--- config.mk ---
export PLATFORM = sky130hd
export DESIGN_NAME = skid_reg_flat
export DESIGN_NICKNAME = d
export VERILOG_FILES = /design/src/rtl/skid_reg_if.sv /design/src/rtl/skid_reg.sv /design/src/flat_wrapper.sv
export SDC_FILE = /design/constraint.sdc
export NUM_CORES = 1
export LEC_CHECK = 0
export CAP_MARGIN = 40
export CORE_MARGIN = 4
export CORE_UTILIZATION = 50
export DETAILED_ROUTE_END_ITERATION = 10
export GPL_TIMING_DRIVEN = 0
export MAX_ROUTING_LAYER = met4
export PLACE_DENSITY = 0.85
export SYNTH_ARGS = -nofsm -noshare
export SYNTH_HDL_FRONTEND = slang
export SYNTH_SLANG_ARGS = --single-unit
--- constraint.sdc ---
create_clock -name clk -period 2.2 [get_ports clk]
set_input_delay 0.44 -clock clk [delete_from_list [all_inputs] [get_ports clk]]
set_output_delay 0.44 -clock clk [all_outputs]
set_load 0.02 [all_outputs]
--- src/rtl/skid_reg_if.sv ---
// Valid/ready handshake bundle for skid_reg: upstream (in*) and downstream (out*) sides.
// slave = the skid register itself; master = the surrounding producer/consumer.
interface skid_reg_if #(
  parameter int WIDTH = 8
) ();

  logic [WIDTH-1:0] in;
  logic             in_valid;
  logic             in_ready;
  logic [WIDTH-1:0] out;
  logic             out_valid;
  logic             out_ready;

  modport master (
    output in, in_valid, out_ready,
    input  in_ready, out, out_valid
  );

  modport slave (
    input  in, in_valid, out_ready,
    output in_ready, out, out_valid
  );

endinterface : skid_reg_if

--- src/rtl/skid_reg.sv ---
// Two-entry skid buffer: registered in_ready, one word per cycle, lossless under stall.
// Optional SKID_REG_STALL_CNT_EN adds a saturating 16-bit stall_count output.
module skid_reg #(
  parameter int WIDTH = 8
) (
  input  logic           clk,
  input  logic           reset,
  skid_reg_if.slave      bus
`ifdef SKID_REG_STALL_CNT_EN
  ,
  output logic [15:0]    stall_count
`endif
);

  typedef enum logic [1:0] {
    ST_EMPTY = 2'd0,
    ST_FULL  = 2'd1,
    ST_SKID  = 2'd2
  } state_t;

  state_t           r_state;
  state_t           w_state_nxt;
  logic [WIDTH-1:0] r_main;
  logic [WIDTH-1:0] r_skid;
  logic [WIDTH-1:0] w_main_nxt;
  logic [WIDTH-1:0] w_skid_nxt;
  logic             r_in_ready;
  logic             w_out_valid;
  logic             w_in_fire;
  logic             w_out_fire;

  assign w_out_valid = (r_state != ST_EMPTY);
  assign w_in_fire   = bus.in_valid & r_in_ready;
  assign w_out_fire  = w_out_valid & bus.out_ready;

  assign bus.out       = r_main;
  assign bus.out_valid = w_out_valid;
  assign bus.in_ready  = r_in_ready;

  always_comb begin
    // NOTE: every signal gets a default before the case so no path can infer a latch.
    w_state_nxt = r_state;
    w_main_nxt  = r_main;
    w_skid_nxt  = r_skid;
    unique case (r_state)
      ST_EMPTY: begin
        if (w_in_fire) begin
          w_main_nxt  = bus.in;
          w_state_nxt = ST_FULL;
        end
      end
      ST_FULL: begin
        if (w_in_fire && w_out_fire) begin
          w_main_nxt = bus.in;
        end else if (w_in_fire) begin
          w_skid_nxt  = bus.in;
          w_state_nxt = ST_SKID;
        end else if (w_out_fire) begin
          w_state_nxt = ST_EMPTY;
        end
      end
      ST_SKID: begin
        // in_ready is low here, so only the downstream side can move.
        if (w_out_fire) begin
          w_main_nxt  = r_skid;
          w_state_nxt = ST_FULL;
        end
      end
      default: begin
        w_state_nxt = ST_EMPTY;
      end
    endcase
  end

  always_ff @(posedge clk) begin
    // NOTE: the data registers are reset too, so out reads 0 (not stale data) after reset.
    if (!reset) begin
      r_state    <= ST_EMPTY;
      r_main     <= '0;
      r_skid     <= '0;
      r_in_ready <= 1'b1;
    end else begin
      r_state    <= w_state_nxt;
      r_main     <= w_main_nxt;
      r_skid     <= w_skid_nxt;
      // Ready comes from the next state so it never depends combinationally on out_ready.
      r_in_ready <= (w_state_nxt != ST_SKID);
    end
  end

`ifdef SKID_REG_STALL_CNT_EN
  logic [15:0] r_stall_count;

  always_ff @(posedge clk) begin
    if (!reset) begin
      r_stall_count <= '0;
    end else if (w_out_valid && !bus.out_ready && (r_stall_count != 16'hFFFF)) begin
      r_stall_count <= r_stall_count + 16'd1;
    end
  end

  assign stall_count = r_stall_count;
`endif

endmodule : skid_reg

--- src/flat_wrapper.sv ---
// flat-port wrapper written by rule: the top's interface ports become plain ports
module skid_reg_flat 
#(
  parameter int WIDTH = 8
)
  (clk, reset, bus_in, bus_in_valid, bus_out_ready, bus_in_ready, bus_out, bus_out_valid);
  skid_reg_if #(.WIDTH(WIDTH)) bus_i ();
  input  logic clk;
  input  logic reset;
  input wire logic [$bits(bus_i.in)-1:0] bus_in;
  input wire logic [$bits(bus_i.in_valid)-1:0] bus_in_valid;
  input wire logic [$bits(bus_i.out_ready)-1:0] bus_out_ready;
  output wire logic [$bits(bus_i.in_ready)-1:0] bus_in_ready;
  output wire logic [$bits(bus_i.out)-1:0] bus_out;
  output wire logic [$bits(bus_i.out_valid)-1:0] bus_out_valid;
  assign bus_i.in = bus_in;
  assign bus_i.in_valid = bus_in_valid;
  assign bus_i.out_ready = bus_out_ready;
  assign bus_in_ready = bus_i.in_ready;
  assign bus_out = bus_i.out;
  assign bus_out_valid = bus_i.out_valid;
  skid_reg #(.WIDTH(WIDTH)) u_core (.clk(clk), .reset(reset), .bus(bus_i));
endmodule
==> qor.csv <==
metric,value,unit
status,completed,
WL/cell,14.5,um
Setup TNS Final,0,ps
most area-hungry cell type in the Yosys netlist,dfxtp_1,
sequential power share,52.7,%
vias per inst,5.57,
Ys Warns,0,
Tightest Hold Check Type,input port to register,
switching power,0.000197,W
H-tree depth,1,
Synth Net Count,93,
Hold Path Stages,2,
RSZ-0062 raised after global routing,false,
CTS Root Cell,clkbuf_4,
max_slew headroom,80.7,%
vias in the first global route,693,
initial antenna violation count,0,
Routed Antenna Nets,0,
Netlist cell types,24,
FP Rows,14,
crit path launch type,register,
flop2flop setup slack,770,ps
Initial DRC Count,13,
clk_skew,3.67,ps
Detail Placement HPWL,1280,um
fin crit period,1970,ps
synthesis-to-finish area growth,28.5,%
post-synthesis sequential area ratio,43.9,%
sw frac,27.2,%
total grt overflow,0,
achievable frequency,507,MHz
Die Area,2460,um2
Yosys reg bits,19,
Pwr per Cell Area,651,nW/um2
Syn Inst Count,81,
worst skew pair latency,290,ps
cts hold-fix bufs,0,
PnR Total Power,0.000724,W
Initial Utilization,54.9,%
measured slew at the worst slew-check pin,288,ps
CP Max Fanout,7,
final worst-path cycle share,89.6,%
Vias,674,
kind of critical path,register to primary output,
total I/O pin count,22,
clk sinks,19,
Comb power frac,23.3,%
Post-CTS Resized,0,
Die Width,49.6,um
largest net degree at the start of global routing,11,
Num CTS Buffers,3,
port buffer count,20,
Die Y,49.6,um
GRT Total Usage,16.3,%
top cell type's share of synthesized area,43.9,%
Slew Limit Fails,0,
"most common cell after layout, fill and taps aside",clkdlybuf4s50_1,
hold_ws,486,ps
reg2reg start,u_core.r_state[1]$_SDFF_PN0_,
Synth area leaders,"dfxtp_1 44%, mux2i_1 18%, o211a_1 9.2%",
P_int,0.000527,W
Setup Viol. Count Final,0,
Max Root-Sink Buffers,2,
TritonCTS clock tree,yes,
Hold EP,u_core.r_skid[2]$_SDFFE_PN0P_,
# diodes,0,
Setup crit end kind,primary output,
core box area,1580,um2
clock network fraction of total power,24.0,%
first-pass GRT wire length,3040,um
first drt pass iteration count,4,
Worst R2R End,u_core.bus.out[6]$_SDFFE_PN0P_,
DRC,0,
Worst R2R Path Depth,5,
final hold vios,0,
Nets,118,
Routed WL,1760,um
Worst EP arrival,1530,ps
GPL Wtd Cong,0.773,
WP data required,1760,ps
Netlist Area Pre-Place,866,um2
Leak,0.520,nW
Post-CTS Setup Inserts,0,
Mapped Avg Cell Area,10.7,um2
"commonest non-fill, non-tap cells in the layout","20 x clkdlybuf4s50_1, 19 x dfxtp_1, 16 x mux2i_1",
Hold Startpoint,reset,
share of cells above drive strength 1,11.4,%
max-cap viol count,0,
worst ir drop on vdd,0.475,mV
clk slew on worst S/H paths,100,ps
## flip-flops by register name, indices dropped and copies added, names as in the netlist
name                 flops
u_core.r_skid            8
u_core.bus.out           8
u_core.bus.in_ready      1
u_core.r_state           2
## power groups by stage
| stage | Combinational [W] | Sequential, W | Clock, W |
|---|---|---|---|
| after floorplan | 0.0000775 | 0.000407 | 0 |
| after global placement | 0.000166 | 0.000388 | 0 |
| after detailed placement | 0.000171 | 0.000389 | 0 |
| after CTS | 0.000171 | 0.000381 | 0.000176 |
| after global routing | 0.000182 | 0.000384 | 0.000197 |
| final | 0.000169 | 0.000382 | 0.000174 |
## critical path, cell delays in order (launching register included)
cell and delay [ps]:
dfxtp_1 460, or2_4 190, clkdlybuf4s50_1 600
## area by class of cell
class                      count  area [um2]
multi-input combinational     56         448
fill                         130         464
clock buffer                   4        26.3
timing repair buffer          20         200
inverter                       1        3.75
buffer                         5        33.8
sequential                    19         380
tap                           16        20.0
## worst max path at each step
stage                                   start                            end  slack [ps]  cells past startpoint
2_1_floorplan  u_core.bus.in_ready$_SDFF_PN1_  u_core.r_skid[0]$_SDFFE_PN0P_         830                      5
3_3_place_gp                     bus_in_valid  u_core.r_skid[2]$_SDFFE_PN0P_         310                      6
3_5_place_dp                     bus_in_valid  u_core.r_skid[3]$_SDFFE_PN0P_         250                      6
4_1_cts          u_core.r_state[1]$_SDFF_PN0_                  bus_out_valid         230                      2
5_1_grt          u_core.r_state[1]$_SDFF_PN0_                  bus_out_valid         170                      2
6_report         u_core.r_state[1]$_SDFF_PN0_                  bus_out_valid         230                      2
## per-stage QoR
stage	std cells	worst slack, ps	cell area, um2	utilization [%]
global route	121	171	1110	70.6
floorplan	81	825	866	-
global placement	117	310	1090	68.9
finish	121	229	1110	70.6
CTS	121	228	1110	70.6
detailed placement	117	251	1090	68.9
## kinds of logic (layout without fill, tap and decap cells)
| logic type | after synthesis | after routing | synth area share [%] |
|---|---|---|---|
| muxes | 16 | 16 | 18.5 |
| buffers and inverters | 6 | 30 | 4.33 |
| and+or+nand+nor | 27 | 27 | 18.6 |
| DFF | 19 | 19 | 43.9 |
| AOI/OAI and AO/OA | 13 | 13 | 14.6 |
## cells in the mapped netlist, drive strengths merged
library cell and n:
nor4b 1, nand2 9, o21ai 1, nand3 2, nor2b 8, o21a 1
o211ai 1, nand2b 1, nor2 1, nand3b 2, clkbuf 1, or2 1
nor3b 1, a21boi 1, a21oi 1, mux2i 16, buf 4, o211a 8
dfxtp 19, nand4b 1, inv 1
## layer usage
layer	vias to the layer above	GRT usage [%]	share of wire [%]
li1	333	-	-
met1	315	18.1	45
met2	22	27.5	48
met3	4	3.31	5.1
met4	0	8.29	2.0
met5	-	-	0
(Power assumes the default switching activity.)
